--- src/rtl/scaler_h_mc.sv ---
// Multi-channel horizontal downscaler with linear/nearest resampling and a right-edge flush.
// Ratio is scale_step/PIXEL_STEP (>= 1.0). Config is latched on vs_i. Pixel latency is 3 cycles.
module scaler_h_mc #(
  parameter int unsigned PIXEL_STEP  = 128,
  parameter int unsigned PIXEL_WIDTH = 8,
  parameter int unsigned CH_COUNT    = 1,
  parameter int unsigned STEP_WIDTH  = 16,
  parameter int unsigned POS_WIDTH   = 24
) (
  input  logic                            clk,
  input  logic                            rst,
  input  logic [STEP_WIDTH-1:0]           scale_step,
  input  logic                            mode_i,
  input  logic [CH_COUNT*PIXEL_WIDTH-1:0] di_i,
  input  logic                            de_i,
  input  logic                            hs_i,
  input  logic                            vs_i,
  output logic [CH_COUNT*PIXEL_WIDTH-1:0] do_o,
  output logic                            de_o,
  output logic                            hs_o,
  output logic                            vs_o
);

  localparam int unsigned FRAC_W = $clog2(PIXEL_STEP);
  localparam int unsigned IDX_W  = POS_WIDTH - FRAC_W;
  localparam int unsigned DATA_W = CH_COUNT * PIXEL_WIDTH;
  localparam int unsigned MUL_W  = PIXEL_WIDTH + FRAC_W + 1;
  localparam int unsigned W0_W   = FRAC_W + 1;

  // Configuration latched at frame start
  logic [STEP_WIDTH-1:0] step_q;
  logic                  mode_q;

  // Line state
  logic [POS_WIDTH-1:0]  pos_q;
  logic [IDX_W-1:0]      idx_q;
  logic                  line_active_q;
  logic [DATA_W-1:0]     p_prev_q;

  // Stage 1: selected pixel pair and weight
  logic                  s1_valid_q;
  logic [DATA_W-1:0]     s1_p0_q;
  logic [DATA_W-1:0]     s1_p1_q;
  logic [FRAC_W-1:0]     s1_f_q;
  logic                  s1_mode_q;

  // Stage 2: resampled pixel
  logic                  s2_valid_q;
  logic [DATA_W-1:0]     s2_res_q;

  logic [3:0]            hs_dly_q;
  logic [3:0]            vs_dly_q;

  logic [IDX_W-1:0]      pint;
  logic [FRAC_W-1:0]     f;
  logic [IDX_W-1:0]      idx_m1;
  logic                  line_start;
  logic                  hit;
  logic                  emit;
  logic                  flush;
  logic [STEP_WIDTH-1:0] step_lat;
  logic [DATA_W-1:0]     res_c;

  always_comb begin
    pint       = IDX_W'(pos_q >> FRAC_W);
    f          = FRAC_W'(pos_q);
    idx_m1     = idx_q - IDX_W'(1);
    line_start = hs_i | vs_i;
    hit        = (pint == idx_m1);
    emit       = de_i && !line_start && (idx_q != '0) && hit;
    // Edge replicate: emit the pending position if it still falls on the last input pixel
    flush      = line_start && line_active_q && hit;
    step_lat   = (scale_step < STEP_WIDTH'(PIXEL_STEP)) ? STEP_WIDTH'(PIXEL_STEP) : scale_step;
  end

  always_ff @(posedge clk) begin
    if (rst) begin
      step_q        <= STEP_WIDTH'(PIXEL_STEP);
      mode_q        <= 1'b0;
      pos_q         <= '0;
      idx_q         <= '0;
      line_active_q <= 1'b0;
      p_prev_q      <= '0;
    end else begin
      if (vs_i) begin
        step_q <= step_lat;
        mode_q <= mode_i;
      end
      if (line_start) begin
        pos_q         <= '0;
        idx_q         <= '0;
        line_active_q <= 1'b0;
      end else if (de_i) begin
        p_prev_q      <= di_i;
        idx_q         <= idx_q + IDX_W'(1);
        line_active_q <= 1'b1;
        if (emit) begin
          pos_q <= pos_q + POS_WIDTH'(step_q);
        end
      end
    end
  end

  always_ff @(posedge clk) begin
    if (rst) begin
      s1_valid_q <= 1'b0;
      s1_p0_q    <= '0;
      s1_p1_q    <= '0;
      s1_f_q     <= '0;
      s1_mode_q  <= 1'b0;
    end else begin
      s1_valid_q <= emit | flush;
      if (emit | flush) begin
        s1_p0_q   <= p_prev_q;
        s1_p1_q   <= flush ? p_prev_q : di_i;
        s1_f_q    <= f;
        s1_mode_q <= mode_q;
      end
    end
  end

  always_comb begin
    logic [PIXEL_WIDTH-1:0] p0;
    logic [PIXEL_WIDTH-1:0] p1;
    logic [W0_W-1:0]        w0;
    logic [MUL_W-1:0]       acc;
    logic [PIXEL_WIDTH-1:0] lin;
    res_c = '0;
    for (int c = 0; c < int'(CH_COUNT); c++) begin
      p0  = s1_p0_q[c*PIXEL_WIDTH +: PIXEL_WIDTH];
      p1  = s1_p1_q[c*PIXEL_WIDTH +: PIXEL_WIDTH];
      w0  = W0_W'(PIXEL_STEP) - W0_W'(s1_f_q);
      acc = MUL_W'(p0) * MUL_W'(w0) + MUL_W'(p1) * MUL_W'(s1_f_q) + MUL_W'(PIXEL_STEP / 2);
      lin = PIXEL_WIDTH'(acc >> FRAC_W);
      // Top fraction bit set means f >= PIXEL_STEP/2
      res_c[c*PIXEL_WIDTH +: PIXEL_WIDTH] = s1_mode_q ? (s1_f_q[FRAC_W-1] ? p1 : p0) : lin;
    end
  end

  always_ff @(posedge clk) begin
    if (rst) begin
      s2_valid_q <= 1'b0;
      s2_res_q   <= '0;
      de_o       <= 1'b0;
      do_o       <= '0;
      hs_dly_q   <= '0;
      vs_dly_q   <= '0;
    end else begin
      s2_valid_q <= s1_valid_q;
      if (s1_valid_q) begin
        s2_res_q <= res_c;
      end
      de_o <= s2_valid_q;
      if (s2_valid_q) begin
        do_o <= s2_res_q;
      end
      hs_dly_q <= {hs_dly_q[2:0], hs_i};
      vs_dly_q <= {vs_dly_q[2:0], vs_i};
    end
  end

  assign hs_o = hs_dly_q[3];
  assign vs_o = vs_dly_q[3];

endmodule

--- config.mk ---
export PLATFORM = sky130hd
export DESIGN_NAME = scaler_h_mc
export DESIGN_NICKNAME = d
export VERILOG_FILES = /design/src/rtl/scaler_h_mc.sv
export SDC_FILE = /design/constraint.sdc
export NUM_CORES = 1
export LEC_CHECK = 0
export ABC_CLOCK_PERIOD_IN_PS = 10710
export BUFFER_PORTS_ARGS = -buffer_cell sky130_fd_sc_hd__buf_2
export CAP_MARGIN = 10
export CELL_PAD_IN_SITES_DETAIL_PLACEMENT = 2
export CELL_PAD_IN_SITES_GLOBAL_PLACEMENT = 2
export CORE_MARGIN = 5
export CORE_UTILIZATION = 43
export DETAILED_ROUTE_END_ITERATION = 7
export GPL_TIMING_DRIVEN = 1
export PLACE_DENSITY = 0.88
export SYNTH_ARGS = -nofsm -noshare
export SYNTH_HDL_FRONTEND = slang
export SYNTH_SLANG_ARGS = --single-unit
--- constraint.sdc ---
create_clock -name clk -period 10.71 [get_ports clk]
set_input_delay 0.5355 -clock clk [delete_from_list [all_inputs] [get_ports clk]]
set_output_delay 0.5355 -clock clk [all_outputs]
set_load 0.02 [all_outputs]
==> results of run 1 <==
[per-layer routing]
metal  GRT usage  vias to the layer above  share of wire
met5           0                        -              0
met4      0.1342                        0          0.048
met3     0.04455                      114          0.028
met2      0.5628                      225           0.54
met1      0.3217                     4427           0.38
li1            -                     3765              -
[area by class of cell]
type | instances | area (um2) | area share
clock buffers | 22 | 484.2 | 0.04386
well taps | 319 | 399.1 | 0.03616
repair buffers | 45 | 237.7 | 0.02153
inverters | 127 | 476.7 | 0.04318
clock inverters | 10 | 97.59 | 0.008841
flip-flops and latches | 118 | 2362 | 0.2140
multi-input cells | 844 | 6982 | 0.6324
[metrics by stage]
step	setup slack (ns)	area, um2
after global routing	2.848	11040
after floorplan	4.602	10060
after CTS	3.279	11040
final	3.263	11040
after detailed placement	3.500	10460
after global placement	4.055	10460
[flip-flops by register name, indices dropped and copies added (netlist names), 4 cells and up]
register,flops
hs_dly_q,4
idx_q,17
s1_f_q,7
pos_q,24
do_o,8
vs_dly_q,4
s1_p1_q,8
s1_p0_q,8
p_prev_q,8
s2_res_q,8
step_q,16
[worst reg2reg max path: cells and delay by family (launching register included)]
kind                       cells  cell delay [ns]
AOI/OAI and AO/OA              5             1.41
xor gates and xnor gates       2             0.71
adders and majority gates      8             3.66
buffers and inverters          4             0.34
DFF                            1             0.68
and+or+nand+nor                5             0.52
[cell usage in the layout (no fill, tap or decap), types with 31 or more instances in the layout]
cell / count
a21oi_1: 36
nor2_1: 107
nand2_1: 95
nand2b_1: 31
inv_1: 126
xnor2_1: 44
fa_1: 87
ha_1: 79
dfxtp_1: 118
mux2i_1: 58
and2_1: 85
buf_2: 40
[where the power goes]
group	switching [W]	internal (W)	leakage, nW
sequential	0.00000490	0.000445	0.955
combinational	0.0000333	0.0000188	3.86
clock	0.000234	0.000343	0.267
[worst paths after layout]
| check | startpoint | endpoint | slack, ns | cells after the start |
|---|---|---|---|---|
| worst max-delay path | s1_f_q[0] | s2_res_q[5] | 3.26 | 24 |
| worst min-delay path | scale_step[4] | step_q[4] | 0.34 | 3 |
| worst max register to register | s1_f_q[0] | s2_res_q[5] | 3.26 | 24 |
| worst min register to register | vs_dly_q[0] | vs_dly_q[1] | 0.46 | 1 |
[cell families (layout without fill, tap and decap cells)]
kind of cell,after synthesis,in the layout,share of synthesized area
buffers and inverters,181,204,0.07216
AO/OA/AOI/OAI,126,126,0.08598
adder cells (fa/ha/maj),166,166,0.2715
XOR/XNOR,70,70,0.06097
multiplexers,58,58,0.05773
flip-flops,118,118,0.2349
AND/OR/NAND/NOR,424,424,0.2167
==> flow_summary.toml, run 1 <==
[critical_path]
critPathBufInv = 4
worstPathMaxFanout = 17
slowest_stage = "dfxtp_1"
end_kind = "flop"
critPathLaunchType = "flop"
required_ns = 10.99
path_cells = "inv_1, ha_1, nand2_1, nor3_1, xnor2_1, nand2_1, fa_1, fa_1, inv_1, fa_1, fa_1, fa_1, inv_1, fa_1, inv_1, ha_1, o21ai_0, nand2b_1, o31a_1, a211o_1, a21oi_1, xnor2_1, nor2_1, a2111oi_0"
cp.arrival_ns = 7.73
crit_top_cell = "fa_1"
cp_top_family = "adder cells"
cpPeakStageDelay_ns = 0.68
path_class = "flop to flop"

[placed_design]
detailed_place_hpwl_mm = 24.87
globalplace.congestion = 0.8483
port_buffers = 40
dp_cells = 1453

[power_and_ir_drop]
p_leak_nw = 5.078
vdd_ir_drop_max_uv = 226.5
powerDensity_mw_per_mm2 = 97.81
power_w = 0.001080

[sta]
min_period_ns = 7.447
slew_viol_final = 0
slew_headroom = 0.1685
fin_worst_skew_ns = 0.009769
hold_viol = 0
fin_tns_setup_ns = 0
grt_setup_unrepaired = "no"
setup_viol = 0
fmax_ghz = 0.1343
fin_hold_ws_ns = 0.3417
period_share = 0.6954
worst_pin_slew_ns = 1.240

[layout]
diodes = 0
fin_cells = 1485
nets = 1349
drive_gt1_frac = 0.08319
syn2layout_area_growth_pct = 9.779
fill_cells = 2546
postLayoutCoreUtil = 0.4746

[global_route]
grt_max_degree = 95
grt_first_pass_wirelength_mm = 60.12
gr-usage-all-layers = 0.2961
overflow = 0
grt_pass1_vias = 10026
antenna_found_initial = 0

[yosys]
synthArstFlopShare = 0
seq_area_frac_synth = 0.2349
synth_commonest_cells = "126 x inv_1, 118 x dfxtp_1, 107 x nor2_1"
yosysMostFrequentCell = "inv_1"
synth_area_per_cell_um2 = 8.798
synth.distinct_cells = 61
synth_top_area_cell = "dfxtp_1"
synth_top_area_share = 0.2349
ys_ff_latch = 118
syn-cell-area_mm2 = 0.01006
synth.yosys.warnings = 0
synth_flop_cell = "dfxtp_1"
synth-edff-count = 0
netlist_top_cells_area = "dfxtp_1 23%, fa_1 17%, ha_1 9.8%, mux2i_1 5.8%, and2_1 5.3%"
synth_cells = 1143
syn_nets = 1339

[status]
outcome = "finished clean"

[cts]
clkTransAtPathRegs_ns = 0.06
ctsResizeCount = 0
clkSinkCount = 118
clk_latency_ns = 0.45
cts_tree = "yes"
clock_path_buffers = 2
h-tree-depth = 4
holdBufCountCts = 0
postCtsSetupBuffers = 0
cts_root_buf = "clkbuf_16"
numCtsBuffers = 17

[floorplan]
coreArea_mm2 = 0.02326
die_h_um = 162.9
rows = 56
start_util = 0.4323
die_x_um = 162.9
dieArea_mm2 = 0.02654
pin_count = 41

[drt]
vias = 8531
drc = 0
antenna_left = 0
firstDrtPassIters = 4
finalWirelength_mm = 38.38
drtIter0Drc = 421
viasPerCell = 5.745
wl_per_cell_um = 25.85

[flow_run]
maxCapViolations = 0

[min_path]
holdCritPathClass = "input pin to flop"
Power figures use the tool's default switching activity.
==> inputs of run 2 (changes only) <==
- ABC_CLOCK_PERIOD_IN_PS: 10710 -> 6500
- CORE_UTILIZATION: 43 -> 36
- PLACE_DENSITY: 0.88 -> 0.79
- clock period: 10.71 -> 6.5 ns (I/O delays scaled with it)
==> flow_summary.toml, run 2 (synthesis gave the netlist of run 1 again) <==
[status]
outcome = "finished clean"

[sta]
min_period_ns = 6.324
setup_viol = 0
slew_headroom = 0.3569
hold_viol = 0
period_share = 0.9730
fmax_ghz = 0.1581
worst_pin_slew_ns = 0.9647
fin_worst_skew_ns = 0.01192
slew_viol_final = 0

[layout]
largest_reg_flops = 24
postLayoutCoreUtil = 0.4127
largest-register = "pos_q"
syn2layout_area_growth_pct = 13.71
reg_top3 = "pos_q (24), idx_q (17), step_q (16)"
nets = 1369
final_cell_mix = "124 x inv_1, 117 x dfxtp_1, 105 x nor2_1, 93 x nand2_1, 86 x fa_1"
fill_cells = 3057
drive_gt1_frac = 0.1175
layout_commonest_cell = "inv_1"
diodes = 0

[placed_design]
port_buffers = 40
detailed_place_hpwl_mm = 22.79
globalplace.congestion = 0.7958

[power_and_ir_drop]
p_leak_nw = 5.265
power_w = 0.001779
vdd_ir_drop_max_uv = 169.3
powerDensity_mw_per_mm2 = 155.5

[critical_path]
reg2reg_depth = 23
rr_endpoint = "s2_res_q[7]"
critPathBufInv = 3
crit_top_cell = "fa_1"
path_cells = "nor2_2, nand3_2, nor2_4, xnor2_2, buf_4, buf_4, nand2_1, fa_1, fa_1, inv_1, fa_1, fa_1, fa_1, ha_1, ha_1, a21oi_1, o21ai_1, o31a_1, a211o_1, a31oi_2, xnor2_1, nand2_1, a311oi_1"
worst-r2r-setup-slack_ns = 0.18
cp.arrival_ns = 6.65
required_ns = 6.82
cpPeakStageDelay_ns = 0.54
r2r_start = "s1_f_q[2]"
end_kind = "flop"
cp_top_family = "adder cells"
critPathLaunchType = "flop"
worstPathMaxFanout = 5
slowest_stage = "fa_1"
path_class = "flop to flop"

[min_path]
holdPathEnd = "step_q[2]"
hold_path_depth = 3
hp-start = "scale_step[2]"
holdCritPathClass = "input pin to flop"

[floorplan]
die_x_um = 177.1
die_h_um = 177.1
start_util = 0.3630
coreArea_mm2 = 0.02771
rows = 61
pin_count = 41
dieArea_mm2 = 0.03138

[cts]
cts_tree = "yes"
clkSinkCount = 118
clkTransAtPathRegs_ns = 0.06
h-tree-depth = 4
clock_path_buffers = 2
cts_root_buf = "clkbuf_16"
clk_latency_ns = 0.42
numCtsBuffers = 17

[global_route]
grt_pass1_vias = 9273
antenna_found_initial = 0
gr-usage-all-layers = 0.2050
grt_max_degree = 95
overflow = 0
grt_first_pass_wirelength_mm = 50.36

[drt]
wl_per_cell_um = 20.52
drtIter0Drc = 240
finalWirelength_mm = 32.03
firstDrtPassIters = 4
vias = 8154
viasPerCell = 5.224
drc = 0
antenna_left = 0

[flow_run]
maxCapViolations = 0
run 2: layout make-up:
type	count	area (um2)	area share
clock buffer	20	456.7	0.03994
timing repair buffer	65	387.9	0.03392
tap	378	473.0	0.04136
inverter	127	476.7	0.04169
clock inverter	9	128.9	0.01127
multi-input combinational	844	7148	0.6251
sequential	118	2364	0.2067
run 2: what timing repair did:
| action | 4_1_cts | 5_1_grt |
|---|---|---|
| pin swaps | 4 | 19 |
| hold buffers | 0 | 0 |
| hold endpoints to repair | 0 | 0 |
| buffers inserted | 2 | 6 |
| endpoints found under the setup margin | 3 | 6 |
| gates resized for setup | 6 | 29 |
run 2: how the worst max path moves through the flow:
stage | cells after the start | slack, ns | end | from
final | 23 | 0.18 | s2_res_q[7] | s1_f_q[2]
after global routing | 23 | -0.08 | s2_res_q[7] | s1_f_q[3]
after CTS | 24 | 0.04 | s2_res_q[7] | s1_f_q[0]
after detailed placement | 23 | -0.21 | s2_res_q[5] | s1_f_q[0]
after global placement | 20 | 0.21 | s2_res_q[5] | s1_f_q[0]
after floorplan | 24 | 0.39 | s2_res_q[5] | s1_f_q[1]
run 2: worst min-delay path, stage by stage:
cell and delay (ns):
buf_2 0.08, a22oi_1 0.05, nor2_1 0.07
run 2: stage by stage:
stage / hold slack (ns) / setup TNS [ns] / cells / setup slack (ns) / instance area [um2]
after floorplan: 0.4138 / 0 / 1143 / 0.3917 / 10060
after global placement: 0.4164 / 0 / 1524 / 0.2109 / 10620
after detailed placement: 0.4268 / -0.4043 / 1524 / -0.2122 / 10620
after CTS: 0.1280 / 0 / 1555 / 0.03729 / 11250
after global routing: 0.1430 / -0.09417 / 1561 / -0.08182 / 11430
final: 0.1420 / 0 / 1561 / 0.1758 / 11430
run 2: power by group:
| part | leakage, nW | internal [W] | switching (W) |
|---|---|---|---|
| Clock | 0.284 | 0.000615 | 0.000346 |
| Sequential | 0.956 | 0.000733 | 0.00000677 |
| Combinational | 4.03 | 0.0000310 | 0.0000468 |
run 2: routing by layer:
metal | routed length (um) | track usage
met1 | 13450 | 0.2380
met2 | 17120 | 0.3839
met5 | 0 | 0
met4 | 748 | 0.06222
met3 | 707 | 0.03461
==> inputs of run 3 (changes only) <==
- CTS_CLUSTER_DIAMETER: default -> 80
- HOLD_SLACK_MARGIN: default -> 0.15
- SLEW_MARGIN: default -> 20
==> flow_summary.toml, run 3 (synthesis gave the netlist of run 1 again) <==
[layout]
layout_commonest_cell = "inv_1"
final_cell_mix = "124 x inv_1, 117 x dfxtp_1, 105 x nor2_1, 93 x nand2_1, 86 x fa_1"
largest_reg_flops = 24
largest-register = "pos_q"
nets = 1378
syn2layout_area_growth_pct = 14.61
postLayoutCoreUtil = 0.4160
reg_top3 = "pos_q (24), idx_q (17), step_q (16)"
drive_gt1_frac = 0.1166
diodes = 0
fin_cells = 1570

[placed_design]
globalplace.congestion = 0.7958
dp_cells = 1524
detailed_place_hpwl_mm = 22.79
place_ws_ns = -0.2122
port_buffers = 40

[sta]
fin_hold_ws_ns = 0.1646
fin_worst_skew_ns = 0.01126
period_share = 0.9727
fmax_ghz = 0.1582
hold_viol = 0
setup_viol = 0
fin_ws_ns = 0.1775
slew_viol_final = 0
min_period_ns = 6.323
worst_pin_slew_ns = 0.9751
slew_headroom = 0.3499

[power_and_ir_drop]
powerDensity_mw_per_mm2 = 154.7
power_w = 0.001783
p_leak_nw = 5.302
vdd_ir_drop_max_uv = 168.7

[global_route]
gr-usage-all-layers = 0.2061
grt_first_pass_wirelength_mm = 50.67
antenna_found_initial = 0
grt_pass1_vias = 9341
overflow = 0
grt_max_degree = 95

[critical_path]
path_cells = "nor2_2, nand3_2, nor2_4, xnor2_2, buf_4, buf_4, nand2_1, fa_1, fa_1, inv_1, fa_1, fa_1, fa_1, ha_1, ha_1, a21oi_1, o21ai_1, o31a_1, a211o_1, a31oi_2, xnor2_1, nand2_1, a311oi_1"
r2r_start = "s1_f_q[2]"
critPathLaunchType = "flop"
worstPathMaxFanout = 5
reg2reg_depth = 23
path_class = "flop to flop"
cp-startpoint = "s1_f_q[2]"
slowest_stage = "fa_1"
required_ns = 6.82
worst-r2r-setup-slack_ns = 0.18
endpoint = "s2_res_q[7]"
end_kind = "flop"
cpPeakStageDelay_ns = 0.54
cp.arrival_ns = 6.64
crit_top_cell = "fa_1"
rr_endpoint = "s2_res_q[7]"

[drt]
viasPerCell = 5.211
wl_per_cell_um = 20.48
drc = 0
firstDrtPassIters = 4
drtIter0Drc = 242
finalWirelength_mm = 32.16
vias = 8182
antenna_left = 0

[floorplan]
die_h_um = 177.1
dieArea_mm2 = 0.03138
die_x_um = 177.1
rows = 61
start_util = 0.3630
coreArea_mm2 = 0.02771
pin_count = 41

[cts]
cts_tree = "yes"
clk_latency_ns = 0.42
clock_path_buffers = 2
clkSinkCount = 118
cts_root_buf = "clkbuf_16"
numCtsBuffers = 17
h-tree-depth = 4
clkTransAtPathRegs_ns = 0.06

[status]
outcome = "finished clean"

[flow_run]
maxCapViolations = 0

[min_path]
holdCritPathClass = "input pin to flop"
[run 3: repair_timing]
| item | CTS | global route |
|---|---|---|
| resized for setup | 6 | 29 |
| buffers inserted | 2 | 6 |
| pin swaps | 4 | 19 |
| setup endpoints to repair | 3 | 6 |
| endpoints found under the hold margin | 9 | 0 |
| hold buffers | 9 | 0 |
[run 3: worst max-delay path: cells and delay by family, from the launching register on]
family,cells,cell delay [ns]
AOI/OAI and AO/OA,6,1.49
xor gates and xnor gates,2,0.28
adders and majority gates,7,3.18
buffers and inverters,3,0.32
DFF,1,0.33
and+or+nand+nor,5,0.60
[run 3: final cells by class]
class / count / area (um2)
clock buffer: 20 / 456.7
clock inverter: 9 / 128.9
fill: 3045 / 16180
inverter: 127 / 476.7
multi-input combinational: 844 / 7148
sequential: 118 / 2364
tap: 378 / 473.0
timing repair buffer: 74 / 478.0
[run 3: where the power goes]
| group | total [W] | switching [W] | internal [W] |
|---|---|---|---|
| Combinational | 0.0000822 | 0.0000477 | 0.0000345 |
| Sequential | 0.000740 | 0.00000679 | 0.000733 |
| Clock | 0.000961 | 0.000346 | 0.000615 |
[run 3: layer usage]
layer | track usage | wire length, um
met4 | 0.06222 | 765
met3 | 0.03439 | 844
met5 | 0 | 0
met1 | 0.2392 | 13300
met2 | 0.3865 | 17250
[run 3: worst min-delay path by stage]
stage,from,depth (start not counted),endpoint
global placement,hs_dly_q[0],1,hs_dly_q[1]
global route,scale_step[6],3,step_q[6]
finish,scale_step[5],3,step_q[5]
floorplan,hs_dly_q[0],1,hs_dly_q[1]
CTS,scale_step[6],3,step_q[6]
detailed placement,vs_dly_q[2],1,vs_dly_q[3]
[run 3: metrics by stage]
stage	area (um2)	TNS, ns
3_3_place_gp	10620	0
5_1_grt	11520	-0.09429
4_1_cts	11340	0
3_5_place_dp	10620	-0.4043
2_1_floorplan	10060	0
6_report	11520	0
